[src/rtl/note_sequencer.sv]
`default_nettype none
// ============================================================================
// Module   : note_sequencer
// Summary  : Queues note commands and drives the DDS tune word and volume.
//            Volume ramps linearly so that the tune word only changes at zero
//            volume. Define NOTE_SEQ_LEGATO_EN for direct note-to-note glides.
// Revision : 1.0  initial release
// ============================================================================
module note_sequencer #(
    parameter int FIFO_DEPTH = 8,
    parameter int RAMP_STEP  = 1
) (
    input  logic                        clk,
    input  logic                        reset,
    input  logic                        tick,
    input  logic                        cmd_valid,
    input  logic [15:0]                 cmd_tune,
    input  logic [7:0]                  cmd_vol,
    input  logic [15:0]                 cmd_dur,
    input  logic                        stop,
    output logic                        cmd_ready,
    output logic [15:0]                 tuneWord,
    output logic [7:0]                  volume,
    output logic                        busy,
    output logic [$clog2(FIFO_DEPTH):0] fifo_count
);
    localparam int              c_AW      = $clog2(FIFO_DEPTH);
    localparam logic [8:0]      c_STEP    = 9'(RAMP_STEP);
    localparam logic [c_AW:0]   c_DEPTH   = (c_AW + 1)'(FIFO_DEPTH);
    localparam logic [c_AW:0]   c_CNT_ONE = (c_AW + 1)'(1);
    localparam logic [c_AW-1:0] c_PTR_ONE = c_AW'(1);

    typedef enum logic [1:0] {
        S_IDLE    = 2'd0,
        S_ATTACK  = 2'd1,
        S_SUSTAIN = 2'd2,
        S_RELEASE = 2'd3
    } state_t;

    state_t          r_state;
    logic [39:0]     r_mem [FIFO_DEPTH];
    logic [c_AW-1:0] r_wr_ptr;
    logic [c_AW-1:0] r_rd_ptr;
    logic [c_AW:0]   r_count;
    logic [15:0]     r_tune;
    logic [7:0]      r_volume;
    logic [7:0]      r_target;
    logic [15:0]     r_dur_cnt;

    logic        w_push;
    logic        w_pop;
    logic        w_pop_idle;
    logic        w_pop_legato;
    logic        w_empty;
    logic [39:0] w_head;
    logic [8:0]  w_up;
    logic [7:0]  w_vol_up;
    logic [7:0]  w_vol_dn;
    logic [7:0]  w_vol_attack;

    assign w_empty = (r_count == '0);
    assign w_head  = r_mem[r_rd_ptr];

    // stop wins over a coincident push; full-queue pushes are dropped via cmd_ready
    assign w_push     = cmd_valid && cmd_ready && !stop;
    assign w_pop_idle = tick && !stop && !w_empty && (r_state == S_IDLE);

    // Saturating ramp arithmetic: up clamps at target, down clamps at zero
    assign w_up     = {1'b0, r_volume} + c_STEP;
    assign w_vol_up = (w_up > {1'b0, r_target}) ? r_target : w_up[7:0];
    assign w_vol_dn = ({1'b0, r_volume} >= c_STEP) ? (r_volume - c_STEP[7:0]) : 8'd0;

`ifdef NOTE_SEQ_LEGATO_EN
    logic [7:0] w_vol_dn_tgt;
    assign w_vol_dn_tgt = (w_vol_dn < r_target) ? r_target : w_vol_dn;
    assign w_pop_legato = tick && !stop && !w_empty &&
                          (r_state == S_SUSTAIN) && (r_dur_cnt == 16'd0);
    assign w_vol_attack = (r_volume > r_target) ? w_vol_dn_tgt : w_vol_up;
`else
    assign w_pop_legato = 1'b0;
    assign w_vol_attack = w_vol_up;
`endif

    assign w_pop = w_pop_idle || w_pop_legato;

    always_ff @(posedge clk) begin
        if (w_push) begin
            r_mem[r_wr_ptr] <= {cmd_tune, cmd_vol, cmd_dur};
        end
    end

    always_ff @(posedge clk) begin
        if (reset || stop) begin
            r_wr_ptr <= '0;
            r_rd_ptr <= '0;
            r_count  <= '0;
        end else begin
            if (w_push) r_wr_ptr <= r_wr_ptr + c_PTR_ONE;
            if (w_pop)  r_rd_ptr <= r_rd_ptr + c_PTR_ONE;
            case ({w_push, w_pop})
                2'b10:   r_count <= r_count + c_CNT_ONE;
                2'b01:   r_count <= r_count - c_CNT_ONE;
                default: r_count <= r_count;
            endcase
        end
    end

    always_ff @(posedge clk) begin
        if (reset) begin
            r_state   <= S_IDLE;
            r_tune    <= 16'd0;
            r_volume  <= 8'd0;
            r_target  <= 8'd0;
            r_dur_cnt <= 16'd0;
        end else if (stop && (r_state == S_ATTACK || r_state == S_SUSTAIN)) begin
            r_state <= S_RELEASE;
        end else if (tick) begin
            case (r_state)
                S_IDLE: begin
                    if (w_pop) begin
                        r_tune    <= w_head[39:24];
                        r_target  <= w_head[23:16];
                        r_dur_cnt <= w_head[15:0];
                        r_state   <= S_ATTACK;
                    end
                end
                S_ATTACK: begin
                    if (r_volume == r_target) r_state  <= S_SUSTAIN;
                    else                      r_volume <= w_vol_attack;
                end
                S_SUSTAIN: begin
                    if (r_dur_cnt != 16'd0) begin
                        r_dur_cnt <= r_dur_cnt - 16'd1;
                    end else if (w_pop) begin
                        r_tune    <= w_head[39:24];
                        r_target  <= w_head[23:16];
                        r_dur_cnt <= w_head[15:0];
                        r_state   <= S_ATTACK;
                    end else begin
                        r_state <= S_RELEASE;
                    end
                end
                S_RELEASE: begin
                    if (r_volume == 8'd0) r_state  <= S_IDLE;
                    else                  r_volume <= w_vol_dn;
                end
                default: r_state <= S_IDLE;
            endcase
        end
    end

    assign cmd_ready  = (r_count < c_DEPTH);
    assign tuneWord   = r_tune;
    assign volume     = r_volume;
    assign busy       = (r_state != S_IDLE) || !w_empty;
    assign fifo_count = r_count;

endmodule
`default_nettype wire

[config.mk]
export PLATFORM = sky130hd
export DESIGN_NAME = note_sequencer
export DESIGN_NICKNAME = d
export VERILOG_FILES = /design/src/rtl/note_sequencer.sv
export SDC_FILE = /design/constraint.sdc
export NUM_CORES = 1
export LEC_CHECK = 0
export CORE_AREA = 5 5 194 196
export CTS_CLUSTER_SIZE = 30
export DETAILED_ROUTE_END_ITERATION = 6
export DIE_AREA = 0 0 199 201
export HOLD_SLACK_MARGIN = 0.05
export MAX_ROUTING_LAYER = met4
export PLACE_DENSITY = 0.62
export RECOVER_POWER = 50
export SETUP_SLACK_MARGIN = 0.5
export SLEW_MARGIN = 20
export SYNTH_ARGS = -nofsm -noshare
export SYNTH_HDL_FRONTEND = slang
export SYNTH_SLANG_ARGS = --single-unit
[constraint.sdc]
create_clock -name clk -period 7.1 [get_ports clk]
set_input_delay 1.42 -clock clk [delete_from_list [all_inputs] [get_ports clk]]
set_output_delay 1.42 -clock clk [all_outputs]
set_load 0.02 [all_outputs]
==> impl_results.rst, run 1 <==
.. list-table::
   :header-rows: 1

   * - Metric
     - Value
   * - Result of the run
     - finished, violations left
   * - Failing checks
     - capacitance limit, slew limit
   * - Routed length per placed instance
     - approximately 21 um
   * - Cts bufs inserted
     - 40
   * - Port Buffer Count
     - 74
   * - Achievable Freq
     - between 200 and 250 MHz
   * - Net Switching
     - approximately 1200 uW
   * - Share of synthesized area occupied by flip-flops and latches
     - about 69%
   * - Largest family of logic cells by synthesized area
     - multiplexers
   * - Type of element capturing the critical path
     - flip-flop
   * - Core region area
     - 35,900 um^2
   * - Sequential group share of total power
     - about half
   * - Number of optimization iterations in the first detailed-route pass
     - 5
   * - Rows
     - 70
   * - Share of post-route cells with drive strength above 1
     - between 10% and 20%
   * - Portion of total power attributed to combinational logic
     - between 10% and 20%
   * - Die footprint
     - approximately 40,000 um^2
   * - Overall via count from detail_route
     - roughly 8,400
   * - Flip-flop and latch area
     - between 10,000 and 15,000 um^2
   * - HP Class
     - reg -> reg
   * - Number of warning messages in the yosys log
     - 0
   * - Crit-path cells
     - or4_4 -> or4_1 -> o31ai_1 -> and2_2 -> buf_4 -> a22oi_1 -> o21ai_0 -> a21oi_1
   * - Area fraction of the dominant cell type after synthesis
     - 60.6%
   * - Maximum fanout encountered on the critical timing path
     - 53
   * - Clock transition time at the flip-flop clock pins of the worst setup and hold paths
     - around 0.060 ns
   * - Shortest period the worst path allows
     - 4.70 ns
   * - CTS H-tree depth
     - 2
   * - Post-Synth Simple-Gate Area
     - 5.23%
   * - R2r worst-path depth
     - 8
   * - Number of distinct library cell variants in the gate-level netlist after synthesis
     - between 50 and 60
   * - Initial core utilization
     - 44.2%
   * - Global-route wire length before repair
     - ~51 mm
   * - Clk network pwr share
     - roughly 39%
   * - Number of nets in the finished design
     - 1,099
   * - Final Max Slew Viols
     - 35
   * - Global-route usage over all layers
     - 16.9%
   * - Transition time at the pin with the least slew margin
     - about 2.3 ns
   * - Cell Int Power
     - approximately 3800 uW
   * - I/O pin count
     - 75
   * - Main flop type after synthesis
     - sky130_fd_sc_hd__edfxtp_1
   * - Overflow left after global routing
     - 0
   * - CP max-delay cell
     - sky130_fd_sc_hd__o31ai_1
   * - Placer congestion estimate
     - just over 0.8
   * - Overall routed net length
     - between 30 and 40 mm
   * - Quantity of hold-fixing buffers added after cts
     - 0
   * - Parity-gate share of the synthesized area counting xor and xnor cells
     - ~1.1%
   * - Commonest non-fill, non-tap cell in the layout
     - sky130_fd_sc_hd__edfxtp_1
   * - First-iteration detailed-routing DRC count
     - between 400 and 500
   * - Maximum number of buffers from clock root to sink
     - 3
   * - Floorplan die height
     - about 200 um
   * - Antenna violations before repair
     - 3
   * - Root Buffer Master
     - sky130_fd_sc_hd__clkbuf_16
   * - Fraction of synthesis flops using an asynchronous set or reset pin
     - 0%
   * - Vias per cell
     - roughly 5.5
   * - Setup TNS after final layout
     - 0 ns
   * - Areal power density over the cells
     - ~270 nW/um^2
   * - Skew-Pair Late Insertion Delay
     - about 0.52 ns
   * - Remaining design rule violation count
     - 0
   * - Share of the cycle needed by the critical path after routing
     - around 66%
   * - Setup repair after global routing missed its margin
     - false
   * - Synthesized instance count
     - between 900 and 1,000
   * - Post-synthesis cell type with the largest combined area
     - sky130_fd_sc_hd__edfxtp_1
   * - Most frequent cells in the layout
     - 320 x sky130_fd_sc_hd__edfxtp_1, 80 x sky130_fd_sc_hd__mux4_2, 63 x sky130_fd_sc_hd__nor2_1, 61 x sky130_fd_sc_hd__dlygate4sd3_1, 60 x sky130_fd_sc_hd__dfxtp_1
   * - Post-cts repair resize count
     - 0
   * - Post-CTS setup-driven buffer insertion count
     - 0
   * - Critical path launch point type
     - flip-flop
   * - Largest net degree at the start of global routing
     - 63
   * - Fraction of the mapped netlist area in compound gates
     - 6.59%
   * - Startpoint-to-endpoint class of the critical path
     - reg -> reg
   * - Utilization of the core after routing
     - between 50% and 60%
   * - Max incr delay on CP
     - 1.78 ns
   * - Seq cells post-synth
     - ~380
   * - Skew final
     - around 0.02 ns
   * - Via count of the first global-routing pass
     - a little under 9,000
   * - Share of total power consumed by net switching
     - between 20% and 30%
   * - Maximum capacitance violations
     - 2
   * - Top cells by area, synth
     - sky130_fd_sc_hd__edfxtp_1 61%, sky130_fd_sc_hd__mux4_2 11%, sky130_fd_sc_hd__dfxtp_1 7.9%
   * - Post-Synthesis Cell Area
     - approximately 16,000 um^2
   * - Half-perimeter wire length of the detailed placement result
     - approximately 18 mm
   * - Post-synth net total
     - 1,023
   * - Worst path required time
     - 7.50 ns
   * - Mux contribution to synthesized area
     - roughly 14%
   * - Number of flops mapped to enable cells by yosys
     - between 300 and 400
   * - Total count of hold-check failures in the final report
     - 0
   * - Area added between synthesis and finish
     - 15.4%
   * - Number of filler instances in the final layout
     - 2,957
   * - VDD IR-drop max
     - 0.186 mV
   * - Number of nets with antenna violations after detailed routing
     - 0
   * - Leak pwr
     - between 0.005 and 0.006 uW
   * - Data arrival time of the worst path
     - approximately 5.1 ns
   * - Synthesized area divided by synthesized cell count
     - 16.6 um^2
   * - Max-Slew Margin vs Limit
     - -53.4%
   * - CTS tree
     - built
   * - Number of clock sinks
     - ~380
   * - Area share of fa/ha/maj cells after synthesis
     - under 10%
   * - Area of the multi-input gates
     - about 4700 um^2
   * - Final setup violation count
     - 0
   * - DIE WIDTH
     - 199 um
   * - Worst hold path cell count
     - 2
layout make-up:
type | count | area share [%]
timing repair buffer | 89 | 4.61
antenna | 3 | 0.0410
tap | 468 | 3.20
clock buffer | 58 | 6.27
multi-input combinational | 490 | 25.6
clock inverter | 12 | 0.396
sequential | 383 | 59.4
inverter | 25 | 0.512
logic make-up (layout without fill, tap and decap cells):
kind of cell / Yosys count / count (layout)
adders and majority gates: 25 / 25
AOI/OAI and AO/OA: 139 / 139
buffers and inverters: 80 / 184
DFF: 383 / 383
xor gates and xnor gates: 20 / 20
muxes: 127 / 127
and+or+nand+nor: 179 / 179
other: 0 / 3
synth_stat cells, drive strengths merged, types with 3 or more instances:
cell type	n
nand2b	3
a211oi	31
ha	24
o21ai	34
or2	3
a22oi	4
xnor2	13
a21oi	26
edfxtp	320
nor2	68
and2	6
mux4	80
nor3	20
xor2	7
o211ai	9
o41ai	3
nor4	5
and3	3
mux2i	45
inv	25
a31oi	7
clkbuf	37
dfxtp	63
nand2	38
nand3	17
buf	18
or3	5
a32oi	3
per-stage QoR:
stage          power (uW)  hold slack (ns)  worst slack, ns  instances  area, um^2
6_report             4980            0.495             2.40       1528       18300
3_3_place_gp         3100            0.480             2.95       1454       17100
2_1_floorplan        2940            0.462             2.06        953       15900
5_1_grt              5200            0.538             2.05       1528       18300
4_1_cts              5040            0.493             3.10       1524       18300
3_5_place_dp         3110            0.485             2.86       1454       17100
critical path, delay by kind of cell, from the launching register on:
kind / cells / cell delay [ns]
AOI/OAI and AO/OA: 4 / 2.19
and+or+nand+nor: 3 / 1.42
buffers and inverters: 1 / 0.59
DFF: 1 / 0.37
power groups by stage:
stage / clock network [uW] / logic, uW / registers, uW
after global placement: 0 / 546 / 2560
after floorplan: 0 / 389 / 2550
after detailed placement: 0 / 551 / 2560
final: 1930 / 546 / 2510
after global routing: 2070 / 615 / 2510
after CTS: 1980 / 555 / 2510
sequential cells by signal, indices dropped and copies added (netlist names), named ones only:
signal and count:
r_mem 320, r_dur_cnt 16, tuneWord 16, r_target 8
volume 8, fifo_count 4, r_rd_ptr 3, r_wr_ptr 3
r_state 2
per-layer routing:
metal / vias to the layer above / part of all wire, % / global-route usage, %
met5: - / 0 / -
met1: 4272 / 45 / 23.4
met3: 45 / 4.5 / 2.45
met2: 202 / 49 / 26.9
li1: 3925 / - / -
met4: 0 / 1.7 / 3.83
worst paths after layout:
kind,from,endpoint,slack (ns)
max reg2reg,r_dur_cnt[10]$_SDFFE_PP0P_,r_dur_cnt[11]$_SDFFE_PP0P_,2.40
min,r_wr_ptr[0]$_SDFFE_PP0P_,r_wr_ptr[0]$_SDFFE_PP0P_,0.49
min reg2reg,r_wr_ptr[0]$_SDFFE_PP0P_,r_wr_ptr[0]$_SDFFE_PP0P_,0.49
max,r_dur_cnt[10]$_SDFFE_PP0P_,r_dur_cnt[11]$_SDFFE_PP0P_,2.40
Power figures use the tool's default switching activity.
==> inputs of run 2 (changes only) <==
--- a/config.mk
+++ b/config.mk
@@ -11,7 +11,7 @@
 export DIE_AREA = 0 0 199 201
 export HOLD_SLACK_MARGIN = 0.05
 export MAX_ROUTING_LAYER = met4
-export PLACE_DENSITY = 0.62
+export PLACE_DENSITY = 0.64
 export RECOVER_POWER = 50
 export SETUP_SLACK_MARGIN = 0.5
 export SLEW_MARGIN = 20
==> constraint.sdc (replaced) <==
create_clock -name clk -period 3.88 [get_ports clk]
set_input_delay 0.776 -clock clk [delete_from_list [all_inputs] [get_ports clk]]
set_output_delay 0.776 -clock clk [all_outputs]
set_load 0.02 [all_outputs]
==> run 2 against run 1 <==
  * The run now ends clean
  * Critical path type unchanged
  * Clock skew decreased by 0.0093 ns
  * Combinational power grew 100%
  * Non-clock buffer count up 14
  * Core utilization grew 0.96 points
==> impl_results.rst, run 2 (synthesized netlist as in run 1, its figures left out) <==
.. list-table::
   :header-rows: 1

   * - Metric
     - Value
   * - Result of the run
     - finished, final reports clean
   * - Startpoint-to-endpoint class of the critical path
     - reg -> reg
   * - Routed length per placed instance
     - between 20 and 25 um
   * - Clock transition time at the flip-flop clock pins of the worst setup and hold paths
     - 0.06 ns
   * - Transition time at the pin with the least slew margin
     - between 1 and 1.5 ns
   * - Rows
     - 70
   * - Flip-flop count of the largest register, all copies and words added
     - between 300 and 400
   * - Number of filler instances in the final layout
     - 2,931
   * - Family of cells with the greatest summed delay on the critical path
     - simple AND/OR/NAND/NOR gates
   * - CTS H-tree depth
     - 2
   * - Data arrival time of the worst path
     - ~3.6 ns
   * - Largest net degree at the start of global routing
     - 52
   * - Max incr delay on CP
     - between 0.4 and 0.5 ns
   * - Share of the cycle needed by the critical path after routing
     - 82.0%
   * - Area added between synthesis and finish
     - 17.6%
   * - Critical path launch point type
     - flip-flop
   * - Overflow left after global routing
     - 0
   * - Biggest register
     - r_mem
   * - Global-route usage over all layers
     - 17.1%
   * - Placer congestion estimate
     - 0.857
   * - Type of element capturing the critical path
     - flip-flop
   * - Area of the multi-input gates
     - 4730 um^2
   * - Skew-Pair Late Insertion Delay
     - 0.52 ns
   * - Share of post-route cells with drive strength above 1
     - 20.7%
   * - I/O pin count
     - 75
   * - Core region area
     - roughly 36,000 um^2
   * - Root Buffer Master
     - sky130_fd_sc_hd__clkbuf_16
   * - Number of clock sinks
     - between 300 and 400
   * - Setup TNS after final layout
     - 0 ns
   * - Shortest period the worst path allows
     - approximately 3.2 ns
   * - Skew final
     - slightly above 0.01 ns
   * - DIE WIDTH
     - approximately 200 um
   * - Maximum capacitance violations
     - 0
   * - Leak pwr
     - roughly 0.006 uW
   * - Via count of the first global-routing pass
     - 8,951
   * - Half-perimeter wire length of the detailed placement result
     - roughly 19 mm
   * - Post-layout worst setup margin
     - 0.697 ns
   * - Final setup violation count
     - 0
   * - Maximum number of buffers from clock root to sink
     - 3
   * - Quantity of hold-fixing buffers added after cts
     - 0
   * - Most frequent cells in the layout
     - 320 x sky130_fd_sc_hd__edfxtp_1, 80 x sky130_fd_sc_hd__mux4_2, 62 x sky130_fd_sc_hd__nor2_1, 58 x sky130_fd_sc_hd__dfxtp_1, 56 x sky130_fd_sc_hd__dlygate4sd3_1
   * - Overall via count from detail_route
     - 8,580
   * - CTS tree
     - built
   * - Port Buffer Count
     - between 70 and 80
   * - Global-route wire length before repair
     - around 52 mm
   * - Setup repair after global routing missed its margin
     - false
   * - Maximum fanout encountered on the critical timing path
     - 11
   * - Cts bufs inserted
     - 40
   * - Worst path required time
     - ~4.3 ns
   * - Hold WS
     - a little under 0.5 ns
   * - First-iteration detailed-routing DRC count
     - 600
   * - Worst setup timing slack at the placement stage
     - approximately 0.53 ns
   * - CP max-delay cell
     - sky130_fd_sc_hd__dfxtp_4
   * - Initial core utilization
     - between 40% and 50%
   * - Remaining design rule violation count
     - 0
   * - Max-Slew Margin vs Limit
     - ~12%
   * - Total count of hold-check failures in the final report
     - 0
   * - Total power after layout
     - slightly above 9000 uW
   * - VDD IR-drop max
     - a little over 0.3 mV
   * - Number of nets in the finished design
     - roughly 1,100
   * - Antenna violations before repair
     - 4
   * - Flip-flop and latch area
     - approximately 11,000 um^2
   * - Die footprint
     - ~40,000 um^2
   * - Number of nets with antenna violations after detailed routing
     - 0
   * - Crit-path cells
     - and3_2 -> and3_1 -> nand3_1 -> xor2_2 -> inv_1 -> ha_1 -> a21oi_1 -> nand2_1 -> or3_1 -> a32oi_2 -> buf_4 -> mux2i_1 -> nor2b_1 -> o31a_1
   * - Areal power density over the cells
     - ~500 nW/um^2
   * - Commonest non-fill, non-tap cell in the layout
     - sky130_fd_sc_hd__edfxtp_1
   * - Number of optimization iterations in the first detailed-route pass
     - 5
   * - Floorplan die height
     - 201 um
   * - Achievable Freq
     - approximately 310 MHz
   * - Worst Path Buf+Inv
     - 2
   * - HP Class
     - reg -> reg
   * - Vias per cell
     - about 5.5
   * - Final Max Slew Viols
     - 0
   * - Overall routed net length
     - ~33 mm
-- run 2: final timing paths --
check,startpoint,end,slack (ns),cells after the start
worst min register to register,r_wr_ptr[0]$_SDFFE_PP0P_,r_wr_ptr[0]$_SDFFE_PP0P_,0.50,2
worst max register to register,volume[4]$_SDFFE_PP0P_,volume[5]$_SDFFE_PP0P_,0.70,14
worst min-delay path,r_wr_ptr[0]$_SDFFE_PP0P_,r_wr_ptr[0]$_SDFFE_PP0P_,0.50,2
worst max-delay path,volume[4]$_SDFFE_PP0P_,volume[5]$_SDFFE_PP0P_,0.70,14
-- run 2: layer usage --
layer	global-route usage [%]	vias to the layer above	routed length, um
met2	26.7	203	15800
met4	4.23	0	675
met3	2.97	54	1460
met1	23.7	4368	14600
li1	-	3955	-
met5	-	-	0
-- run 2: worst reg2reg max path, stage by stage (launching register included) --
cell and delay [ns]:
sky130_fd_sc_hd__dfxtp_4 0.41, sky130_fd_sc_hd__and3_2 0.23, sky130_fd_sc_hd__and3_1 0.21, sky130_fd_sc_hd__nand3_1 0.13, sky130_fd_sc_hd__xor2_2 0.17, sky130_fd_sc_hd__inv_1 0.06
sky130_fd_sc_hd__ha_1 0.31, sky130_fd_sc_hd__a21oi_1 0.16, sky130_fd_sc_hd__nand2_1 0.06, sky130_fd_sc_hd__or3_1 0.41, sky130_fd_sc_hd__a32oi_2 0.21, sky130_fd_sc_hd__buf_4 0.19
sky130_fd_sc_hd__mux2i_1 0.19, sky130_fd_sc_hd__nor2b_1 0.06, sky130_fd_sc_hd__o31a_1 0.28
-- run 2: cell type report --
cell class / count / area share, %
antenna: 5 / 0.0671
clock buffer: 54 / 6.09
clock inverter: 20 / 0.744
inverter: 25 / 0.503
multi-input combinational: 490 / 25.4
sequential: 383 / 58.3
tap: 468 / 3.14
timing repair buffer: 103 / 5.75
-- run 2: through the flow --
step / cells / cell area [um^2] / utilization (%)
global route: 1547 / 18700 / 52.0
detailed placement: 1466 / 17300 / 48.3
finish: 1548 / 18700 / 52.0
floorplan: 953 / 15900 / -
global placement: 1466 / 17300 / 48.3
CTS: 1540 / 18600 / 51.9
-- run 2: repair_timing --
item                                    CTS  global route
endpoints found under the setup margin    0             8
setup buffers                             0             2
resized for setup                         0             9
-- run 2: power breakdown --
group          leakage (uW)  total [uW]  internal [uW]  switching, uW
Combinational       0.00179        1100            440            660
Sequential          0.00340        4580           4520           62.2
Clock              0.000631        3640           2130           1510
